File: config.mk
export PLATFORM = sky130hd
export DESIGN_NAME = bcd_timer
export DESIGN_NICKNAME = d
export VERILOG_FILES = /design/src/rtl/bcd_timer.sv
export SDC_FILE = /design/constraint.sdc
export NUM_CORES = 1
export LEC_CHECK = 0
export BUFFER_PORTS_ARGS = -buffer_cell sky130_fd_sc_hd__buf_2
export CAP_MARGIN = 0
export CORE_MARGIN = 1.5
export CORE_UTILIZATION = 40
export DETAILED_ROUTE_END_ITERATION = 8
export SLEW_MARGIN = 40
export SYNTH_ARGS = -nofsm -noshare
export SYNTH_HDL_FRONTEND = slang
export SYNTH_SLANG_ARGS = --single-unit
File: constraint.sdc
create_clock -name clk -period 2.7 [get_ports clk]
set_clock_uncertainty 0.1 [all_clocks]
set_input_delay 0.54 -clock clk [delete_from_list [all_inputs] [get_ports clk]]
set_output_delay 0.54 -clock clk [all_outputs]
set_load 0.05 [all_outputs]
File: src/rtl/bcd_timer.sv
// mm:ss BCD stopwatch/timer with up/down count, field adjust, rollover pulse and zero flag.
// 1 Hz and adjust-rate pulses are plain clock enables; everything runs on clk.
module bcd_timer #(
    parameter int unsigned MIN_MAX = 59
) (
    input  logic       clk,
    input  logic       rst,
    input  logic       tick,
    input  logic       tick_adj,
    input  logic       pause,
    input  logic       adj,
    input  logic       sel,
    input  logic       dir,
    output logic [3:0] sec_1s_out,
    output logic [3:0] sec_10s_out,
    output logic [3:0] min_1s_out,
    output logic [3:0] min_10s_out,
    output logic       rollover,
    output logic       at_zero
);

    if (MIN_MAX < 1 || MIN_MAX > 99) begin : g_min_max_check
        $error("bcd_timer: MIN_MAX must be in 1..99");
    end

    localparam logic [3:0] MT = 4'(MIN_MAX / 10);
    localparam logic [3:0] MO = 4'(MIN_MAX % 10);

    logic [3:0] s1_q, s1_d, s10_q, s10_d, m1_q, m1_d, m10_q, m10_d;
    logic       roll_q, roll_d, zero_q, zero_d;

    logic       step;
    logic       s_wrap_up, s_wrap_dn, m_at_max, m_at_zero;
    logic [3:0] s_up1, s_up10, s_dn1, s_dn10;
    logic [3:0] m_up1, m_up10, m_dn1, m_dn10;

    // Only the enable belonging to the current mode can cause a step.
    assign step = !pause && (adj ? tick_adj : tick);

    always_comb begin
        s_wrap_up = (s10_q == 4'd5) && (s1_q == 4'd9);
        s_wrap_dn = (s10_q == 4'd0) && (s1_q == 4'd0);
        m_at_max  = (m10_q == MT) && (m1_q == MO);
        m_at_zero = (m10_q == 4'd0) && (m1_q == 4'd0);

        s_up1  = (s1_q == 4'd9) ? 4'd0 : s1_q + 4'd1;
        s_up10 = (s1_q == 4'd9) ? ((s10_q == 4'd5) ? 4'd0 : s10_q + 4'd1) : s10_q;
        s_dn1  = (s1_q == 4'd0) ? 4'd9 : s1_q - 4'd1;
        s_dn10 = (s1_q == 4'd0) ? ((s10_q == 4'd0) ? 4'd5 : s10_q - 4'd1) : s10_q;

        m_up1  = m_at_max ? 4'd0 : ((m1_q == 4'd9) ? 4'd0 : m1_q + 4'd1);
        m_up10 = m_at_max ? 4'd0 : ((m1_q == 4'd9) ? m10_q + 4'd1 : m10_q);
        m_dn1  = m_at_zero ? MO : ((m1_q == 4'd0) ? 4'd9 : m1_q - 4'd1);
        m_dn10 = m_at_zero ? MT : ((m1_q == 4'd0) ? m10_q - 4'd1 : m10_q);
    end

    always_comb begin
        s1_d   = s1_q;
        s10_d  = s10_q;
        m1_d   = m1_q;
        m10_d  = m10_q;
        roll_d = 1'b0;
        if (step) begin
            if (adj) begin
                // Adjust touches only the selected field; no carry between fields.
                if (sel) begin
                    s1_d  = dir ? s_dn1 : s_up1;
                    s10_d = dir ? s_dn10 : s_up10;
                end else begin
                    m1_d  = dir ? m_dn1 : m_up1;
                    m10_d = dir ? m_dn10 : m_up10;
                end
            end else if (!dir) begin
                s1_d  = s_up1;
                s10_d = s_up10;
                if (s_wrap_up) begin
                    m1_d  = m_up1;
                    m10_d = m_up10;
                end
                roll_d = s_wrap_up && m_at_max;
            end else begin
                s1_d  = s_dn1;
                s10_d = s_dn10;
                if (s_wrap_dn) begin
                    m1_d  = m_dn1;
                    m10_d = m_dn10;
                end
                roll_d = s_wrap_dn && m_at_zero;
            end
        end
        zero_d = (s1_d == 4'd0) && (s10_d == 4'd0) && (m1_d == 4'd0) && (m10_d == 4'd0);
    end

    always_ff @(posedge clk) begin
        if (rst) begin
            s1_q   <= 4'd0;
            s10_q  <= 4'd0;
            m1_q   <= 4'd0;
            m10_q  <= 4'd0;
            roll_q <= 1'b0;
            zero_q <= 1'b1;
        end else begin
            s1_q   <= s1_d;
            s10_q  <= s10_d;
            m1_q   <= m1_d;
            m10_q  <= m10_d;
            roll_q <= roll_d;
            zero_q <= zero_d;
        end
    end

    assign sec_1s_out  = s1_q;
    assign sec_10s_out = s10_q;
    assign min_1s_out  = m1_q;
    assign min_10s_out = m10_q;
    assign rollover    = roll_q;
    assign at_zero     = zero_q;

endmodule

Word level (Yosys, flattened, before mapping)

Index checks and enable logic that the tools add are counted.
W data, S select, Z words.

Shifts and indexed selects: 0
Multipliers: 0
Add/subtract/negate cells: 8
Div/mod/pow operators: 0
Multiplexer cells: 38
Bitwise logic cells: 1
Reductions and logical operators: 20
Order comparisons: 0
Equal/unequal tests: 4

Operators by type and width:

| kind                  | number |
|---|---|
| $mux W4               | 36 |
| $logic_not A4 Y1      | 8 |
| $add A4 B1 Y4 const B | 4 |
| $sub A4 B1 Y4 const B | 4 |
| $logic_and A1 B1 Y1   | 10 |
| $eq A4 B3 Y1 const B  | 2 |
| $eq A4 B4 Y1 const B  | 2 |
| $reduce_or A3 Y1      | 1 |
| $mux W1               | 2 |
| $logic_not A1 Y1      | 1 |
| $not A1 Y1            | 1 |

Memories kept: 0
Memory bits (read-only): 0
Latch bits: 0
Input port bits: 8
Logic and storage cells: 77
Output and inout bits: 18
Flip-flop bits (word level): 18
Memory bits (writable): 0

Longest topological paths before layout

Gate-level depths: netlist of run 1.

Word-level depth: 11
Depth in mapped cells: 9
Depth with buffers taken out: 9

Worst setup path before layout of run 1

No wires, ideal clock.

Path type: register to register
From: register m1_q[0] (netlist: min_1s_out[0])
To: register zero_q (netlist: at_zero)
Clock period less this slack: 2677 ps
Data arrival time: 2461 ps
Stages on the path, launching flop included: 10
Data required time: 2484 ps
Path buffers: 0
Path slack: 23 ps
Setup time: 116 ps
Cell sequence: dfxtp_1 > inv_1 > ha_1 > or3b_2 > nor4_1 > nor3b_1 > a31oi_1 > o311ai_1 > and4bb_1 > a31o_1

Cells in the longest elaborated chain, start to end: 10
Elaborated cells on any way between the ends: 32
Those cells by class: 2 x add/sub; 1 x eq/ne; 22 x mux; 7 x reduce/logical

RTL lines:

| item                                  | line       | text |
|---|---|---|
| from (decl)                           | 29         | `logic [3:0] s1_q, s1_d, s10_q, s10_d, m1_q, m1_d, m10_q, m10_d;` |
| from (signal assigned)                | 105        | `m1_q <= m1_d;` |
| $add A4 B1 Y4 (tied with other cells) | 51         | `m_up1 = m_at_max ? 4'd0 : ((m1_q == 4'd9) ? 4'd0 : m1_q + 4'd1);` |
| $mux W4 (tied with other cells)       | 51         |  |
| $mux W4, on equally long branches     | 51, 53     |  |
| $mux W4, on equally long branches     | 76, 70, 84 |  |
| $mux W4, on equally long branches     | 73, 66     |  |
| $mux W4                               | 64         | `if (adj) begin` |
| $mux W4                               | 63         | `if (step) begin` |
| $logic_not A4 Y1                      | 91         | `zero_d = (s1_d == 4'd0) && (s10_d == 4'd0) && (m1_d == 4'd0) && (m10_d == 4'd0);` |
| $logic_and A1 B1 Y1                   | 91         |  |
| $logic_and A1 B1 Y1 (*)               | 91         |  |
| to (signal assigned)                  | 108        | `zero_q <= zero_d;` |
| to (decl)                             | 30         | `logic roll_q, roll_d, zero_q, zero_d;` |

Mark *: on every way between the ends. The rest lies on a longest branch, timed or not.
A chain may end at the register's enable or synchronous reset.

Worst setup path after layout of run 1

From: register m1_q[1] (netlist: min_1s_out[1])
To: register zero_q (netlist: at_zero)

The elaborated chain is that of the path after synthesis.

==> reports/results.tsv, run 1 <==
stage	metric	value	unit
cells_and_area	syn2layout_area_growth	14.91	%
synth	ys_types	72	
clock_tree	cts_buffer_depth	2	
clock_tree	clock_latency	0.27	ns
hold_path	hold_end	rollover$_SDFF_PP0_	
cells_and_area	finalInstanceArea	2073	um^2
worst_setup_path	r2r_slack	0.17	ns
clock_tree	cts_made_buffers	3	
sta	min_period	2.534	ns
pwr	p_per_area	415.4	nW/um^2
hold_path	hp-class	in -> reg	
route	drtIter0Drc	236	
pwr	power.leakage	0.8088	nW
floorplan	start_util	41.44	%
global_routing	grt_max_degree	19	
global_routing	grt_pass1_vias	1570	
worst_setup_path	r2r_end	at_zero$_SDFF_PP1_	
cells_and_area	diodes	0	
sta	finalSetupViolations	0	
synth	async_flop_share	0	%
synth	syn_area_per_cell	7.549	um^2
synth	yosysWarningCount	0	
synth	synthTopCellsByCount	nor2_1 (29), a21oi_1 (19), dfxtp_1 (18)	
route	viasPerCell	5.950	
floorplan	die_w	70.16	um
placed_design	hpwl	3568	um
floorplan	die_area	4922	um^2
floorplan	io_pins	26	
sta	hold_ws	0.4574	ns
sta	max_slew.worst_pin.slew	0.5468	ns
synth	synth_fp_nets	254	
route	dr.pass1.iters	4	
pwr	comb_power_share	37.9	%
worst_setup_path	worstSetupPathType	reg -> reg	
worst_setup_path	critPathLaunchType	flip-flop	
clock_tree	htree_num_levels	1	
pwr	p_int	0.5374	mW
worst_setup_path	arrival	2.61	ns
sta	hold_viol_final	0	
worst_setup_path	rr_worst_depth	9	
global_routing	grt.total_usage	20.23	%
clock_tree	cts.sinks	18	
route	wl_per_cell	15.39	um
synth	yosysMostFrequentCell	nor2_1	
sta	setup_tns	0	ns
synth	synthFlopType	dfxtp_1	
hold_path	hold_depth	2	
clock_tree	cts_tree	built	
sta	drv_slew	0	
worst_setup_path	worstPathMaxFanout	6	
worst_setup_path	critPathRequiredTime	2.77	ns
route	ant_nets	0	
global_routing	grt_remaining_overflow	0	
route	wl	4893	um
worst_setup_path	worstSetupEndpointType	flip-flop	
cells_and_area	drive_gt1_share	25.94	%
pwr	p_switching	0.3239	mW
sta	rsz0062_at_grt	false	
sta	max_freq	0.3946	GHz
synth	yosys.area.top_type_share	19.97	%
cells_and_area	nets	282	
route	num_vias	1892	
floorplan	row_count	24	
worst_setup_path	reg2reg_from	min_1s_out[1]$_SDFF_PP0_	
pwr	peakVddDrop	0.2574	mV
job	cap_violations	0	
pwr	swShare	37.60	%
global_routing	grt_pass1_wl	8086	um
global_routing	antenna_found_initial	0	
synth	synth_edf_count	0	
status	status	finished, final reports clean	
synth	synth_top_area_cell	dfxtp_1	
clock_tree	clockRootBuffer	clkbuf_8	
clock_tree	clk_pin_slew_worst_paths	0.08	ns
sta	setup_ws	0.1657	ns
synth	netlist_instances	239	
synth	synth_area_leaders	dfxtp_1 (20%), nor2_1 (6.0%), a21oi_1 (5.3%)	
floorplan	die_height	70.16	um
pwr	clkPwrFrac	27.8	%
placed_design	dp_slack	0.03131	ns
synth	synth_area	1804	um^2
placed_design	portBuffers	25	
floorplan	coreArea	4354	um^2
route	drc	0	
placed_design	placed_cell_area	1999	um^2
placed_design	place.gp.congestion	0.9118	
sta	period_share	93.86	%
pwr	power.share.sequential	34.3	%
clock_tree	cts_setup_buffers	0	
hold_path	min_from	pause	
synth	synth-seq-area-share	19.97	%
sta	maxSlewHeadroom	63.55	%
synth	synth_seq_cells	18	
[cell usage in the layout, fill, tap and decap left out, drive strengths merged, types with 3 or more instances in the layout]
master / instances
buf: 42
nor2: 30
a21oi: 20
dfxtp: 18
o21ai: 17
nand2: 16
inv: 10
nor2b: 8
ha: 7
nand3: 6
nor4: 6
xnor2: 4
clkbuf: 4
a21o: 4
and3: 4
nand2b: 3
nor3b: 3
a32oi: 3
mux2i: 3
or2: 3
and2: 3
a221oi: 3
[worst max-delay path by stage]
stage	startpoint	to	slack, ns
CTS	min_1s_out[1]$_SDFF_PP0_	at_zero$_SDFF_PP1_	0.02
global placement	min_1s_out[1]$_SDFF_PP0_	at_zero$_SDFF_PP1_	0.14
finish	min_1s_out[1]$_SDFF_PP0_	at_zero$_SDFF_PP1_	0.17
floorplan	min_1s_out[0]$_SDFF_PP0_	at_zero$_SDFF_PP1_	0.02
detailed placement	min_1s_out[1]$_SDFF_PP0_	at_zero$_SDFF_PP1_	0.03
global route	min_1s_out[1]$_SDFF_PP0_	at_zero$_SDFF_PP1_	0.002
[layer usage]
layer / track usage (%) / wire, um
met3: 2.742 / 311
met4: 5.556 / 40
met1: 31.59 / 2447
met5: 0 / 0
met2: 28.68 / 2093
[cell type report]
class | count | area (um^2)
Tap cell | 52 | 65.06
Fill cell | 450 | 2281
Inverter | 10 | 37.54
Clock buffer | 4 | 55.05
Multi-Input combinational cell | 192 | 1303
Timing Repair Buffer | 42 | 252.7
Sequential cell | 18 | 360.3
[through the flow]
step	instances	utilization, %	power (mW)
after floorplan	239	-	0.5393
after global placement	314	45.92	0.6189
after detailed placement	314	45.92	0.6178
after CTS	318	47.18	0.8593
after global routing	318	47.61	0.9069
final	318	47.61	0.8613
[power by group through the flow]
stage | Combinational, mW | Sequential, mW | Clock [mW]
6_report | 0.326 | 0.295 | 0.240
5_1_grt | 0.354 | 0.297 | 0.255
4_1_cts | 0.318 | 0.295 | 0.246
3_5_place_dp | 0.317 | 0.301 | 0
3_3_place_gp | 0.318 | 0.301 | 0
2_1_floorplan | 0.196 | 0.343 | 0
[flip-flops by register name, indices dropped and copies added, names as in the netlist]
signal       count
min_1s_out       4
at_zero          1
sec_1s_out       4
rollover         1
sec_10s_out      4
min_10s_out      4
[repair_timing]
item	4_1_cts	5_1_grt
hold buffers	0	0
resized for setup	0	4
setup endpoints to repair	0	1
[cells by family (layout without fill, tap and decap cells)]
family / count (synthesis) / in the layout / share of synthesized area (%)
AO/OA/AOI/OAI: 78 / 78 / 31.62
XOR/XNOR: 5 / 5 / 2.427
adder cells (fa/ha/maj): 7 / 7 / 4.854
buffers and inverters: 29 / 56 / 8.876
flip-flops: 18 / 18 / 19.97
multiplexers: 4 / 4 / 2.289
AND/OR/NAND/NOR: 98 / 98 / 29.96
[critical path, cell delays in order (launching register included)]
cell      delay, ns
dfxtp_1        0.37
inv_1          0.14
ha_2           0.21
or3b_4         0.41
nor4_2         0.17
nor3b_1        0.21
a31oi_1        0.08
o311ai_2       0.32
and4bb_1       0.22
a31o_1         0.20
Note: power is estimated with default switching activity, not from simulation.
==> run 2, diff against run 1 <==
==> constraint.sdc (replaced) <==
create_clock -name clk -period 2.7 [get_ports clk]
set_clock_uncertainty 0.1 [all_clocks]
set_input_delay 0 -clock clk [delete_from_list [all_inputs] [get_ports clk]]
set_output_delay 0 -clock clk [all_outputs]
set_load 0.05 [all_outputs]
==> run 2 against run 1 <==
Register-to-register slack gained 0.13 ns. Global-route usage is essentially flat. Clock-buffer cell count shrank 1. Final cell count shrank 0.94%. Routed wire length shrank 1.4%. Highest routed layer unchanged.
==> reports/results.tsv, run 2 (synthesis gave the netlist of run 1 again) <==
stage	metric	value	unit
placed_design	place.gp.congestion	0.9188	
sta	setup_ws	0.2994	ns
pwr	p_per_area	401.2	nW/um^2
worst_setup_path	rr_worst_depth	9	
hold_path	hp-class	in -> reg	
floorplan	coreArea	4354	um^2
route	wl_per_cell	15.31	um
job	cap_violations	0	
route	dr.pass1.iters	4	
clock_tree	cts_tree	built	
pwr	power.leakage	0.7954	nW
sta	period_share	88.91	%
sta	max_freq	0.4166	GHz
worst_setup_path	critPathLaunchType	flip-flop	
cells_and_area	final_cell_mix	nor2_1 (29), buf_2 (25), a21oi_1 (19)	
sta	maxSlewHeadroom	60.09	%
clock_tree	htree_num_levels	1	
global_routing	grt_pass1_vias	1645	
clock_tree	clock_latency	0.26	ns
worst_setup_path	critPathRequiredTime	2.76	ns
worst_setup_path	worstSetupPathType	reg -> reg	
clock_tree	cts_made_buffers	3	
route	ant_nets	0	
global_routing	grt_remaining_overflow	0	
sta	drv_slew	0	
cells_and_area	drive_gt1_share	24.33	%
route	drtIter0Drc	126	
cells_and_area	diodes	0	
clock_tree	cts.sinks	18	
global_routing	grt.total_usage	20.24	%
floorplan	row_count	24	
placed_design	hpwl	3517	um
hold_path	min_from	rst	
worst_setup_path	slowest_stage	or3b_4	
clock_tree	clockRootBuffer	clkbuf_8	
worst_setup_path	max_stage_delay	0.43	ns
status	status	finished, final reports clean	
cells_and_area	nets	280	
route	viasPerCell	5.784	
sta	max_slew.worst_pin.slew	0.5987	ns
floorplan	io_pins	26	
cells_and_area	layout_commonest_cell	nor2_1	
hold_path	hold_depth	2	
worst_setup_path	worstSetupEndpointType	flip-flop	
floorplan	die_w	70.16	um
sta	rsz0062_at_grt	false	
floorplan	die_area	4922	um^2
pwr	peakVddDrop	0.1703	mV
worst_setup_path	r2r_slack	0.30	ns
sta	finalSetupViolations	0	
floorplan	die_height	70.16	um
worst_setup_path	cp_cell_sequence	inv_1 > ha_1 > or3b_4 > nor4_4 > nor3b_2 > a31oi_1 > o311ai_1 > and4bb_1 > a31o_1	
worst_setup_path	reg2reg_from	min_1s_out[1]$_SDFF_PP0_	
sta	setup_tns	0	ns
clock_tree	clk_pin_slew_worst_paths	0.08	ns
hold_path	hold_end	min_1s_out[2]$_SDFF_PP0_	
sta	hold_ws	0.03682	ns
route	num_vias	1822	
placed_design	portBuffers	25	
cells_and_area	syn2layout_area_growth	13.66	%
clock_tree	cts_buffer_depth	2	
worst_setup_path	worstPathMaxFanout	5	
global_routing	grt_pass1_wl	8135	um
cells_and_area	nFillCells	445	
global_routing	grt_max_degree	28	
worst_setup_path	crit_buf_inv	1	
sta	hold_viol_final	0	
worst_setup_path	cp_top_family	simple AND/OR/NAND/NOR gates	
placed_design	dp_slack	0.1382	ns
worst_setup_path	arrival	2.46	ns
route	drc	0	
worst_setup_path	r2r_end	at_zero$_SDFF_PP1_	
sta	min_period	2.401	ns
global_routing	antenna_found_initial	0	
route	wl	4823	um
floorplan	start_util	41.44	%
[run 2: changes by cell type in the layout (fill, tap and decap cells not counted)]
| cell | before | now |
|---|---|---|
| clkbuf_8 | 4 | 3 |
| buf_4 | 17 | 14 |
| nor3b_1 | 3 | 2 |
| nor4_4 | 0 | 1 |
| nor3b_2 | 0 | 1 |
| ha_1 | 6 | 7 |
| dlygate4sd3_1 | 0 | 1 |
| o311ai_1 | 0 | 1 |
| o311ai_2 | 1 | 0 |
| ha_2 | 1 | 0 |
| nor4_2 | 2 | 1 |
[run 2: where the power goes]
group	switching (mW)	total, mW	leakage [nW]	internal [mW]
Sequential	0.0150	0.294	0.146	0.279
Clock	0.102	0.202	0.0216	0.0996
Combinational	0.199	0.327	0.627	0.128
[run 2: area by class of cell]
| cell class | instances | area (um^2) | share of cell area [%] |
|---|---|---|---|
| Timing Repair Buffer | 40 | 240.2 | 11.71 |
| Inverter | 10 | 37.54 | 1.830 |
| Clock buffer | 3 | 41.29 | 2.013 |
| Sequential cell | 18 | 360.3 | 17.57 |
| Multi-Input combinational cell | 192 | 1306 | 63.70 |
| Tap cell | 52 | 65.06 | 3.173 |
[run 2: how the worst max path moves through the flow]
stage	start	endpoint	slack (ns)	cells past startpoint
after floorplan	min_1s_out[0]$_SDFF_PP0_	at_zero$_SDFF_PP1_	0.02	9
after global placement	min_1s_out[1]$_SDFF_PP0_	at_zero$_SDFF_PP1_	0.20	9
after detailed placement	min_1s_out[1]$_SDFF_PP0_	at_zero$_SDFF_PP1_	0.14	9
after CTS	min_1s_out[1]$_SDFF_PP0_	at_zero$_SDFF_PP1_	0.13	9
after global routing	min_1s_out[1]$_SDFF_PP0_	at_zero$_SDFF_PP1_	0.1	9
final	min_1s_out[1]$_SDFF_PP0_	at_zero$_SDFF_PP1_	0.30	9
[run 2: layer usage]
metal  vias up  part of all wire, %  track usage, %
met1       837                   49           31.26
met2        52                   45           29.95
li1        929                    -               -
met5         -                    0               0
met3         4                  5.3           2.165
met4         0                 0.70           4.487
[run 2: timing repair]
action,4_1_cts,5_1_grt
hold buffers,1,0
hold endpoints to repair,1,0
buffers inserted,0,0
resized for setup,0,4
setup endpoints to repair,0,1
[run 2: stage by stage]
stage               area (um^2)  util (%)  instances  total power [mW]
floorplan                  1804         -        239            0.5393
global placement           1977     45.40        311            0.6145
detailed placement         1977     45.40        311            0.6140
CTS                        2028     46.58        315            0.8187
global route               2051     47.10        315            0.8700
finish                     2051     47.10        315            0.8227
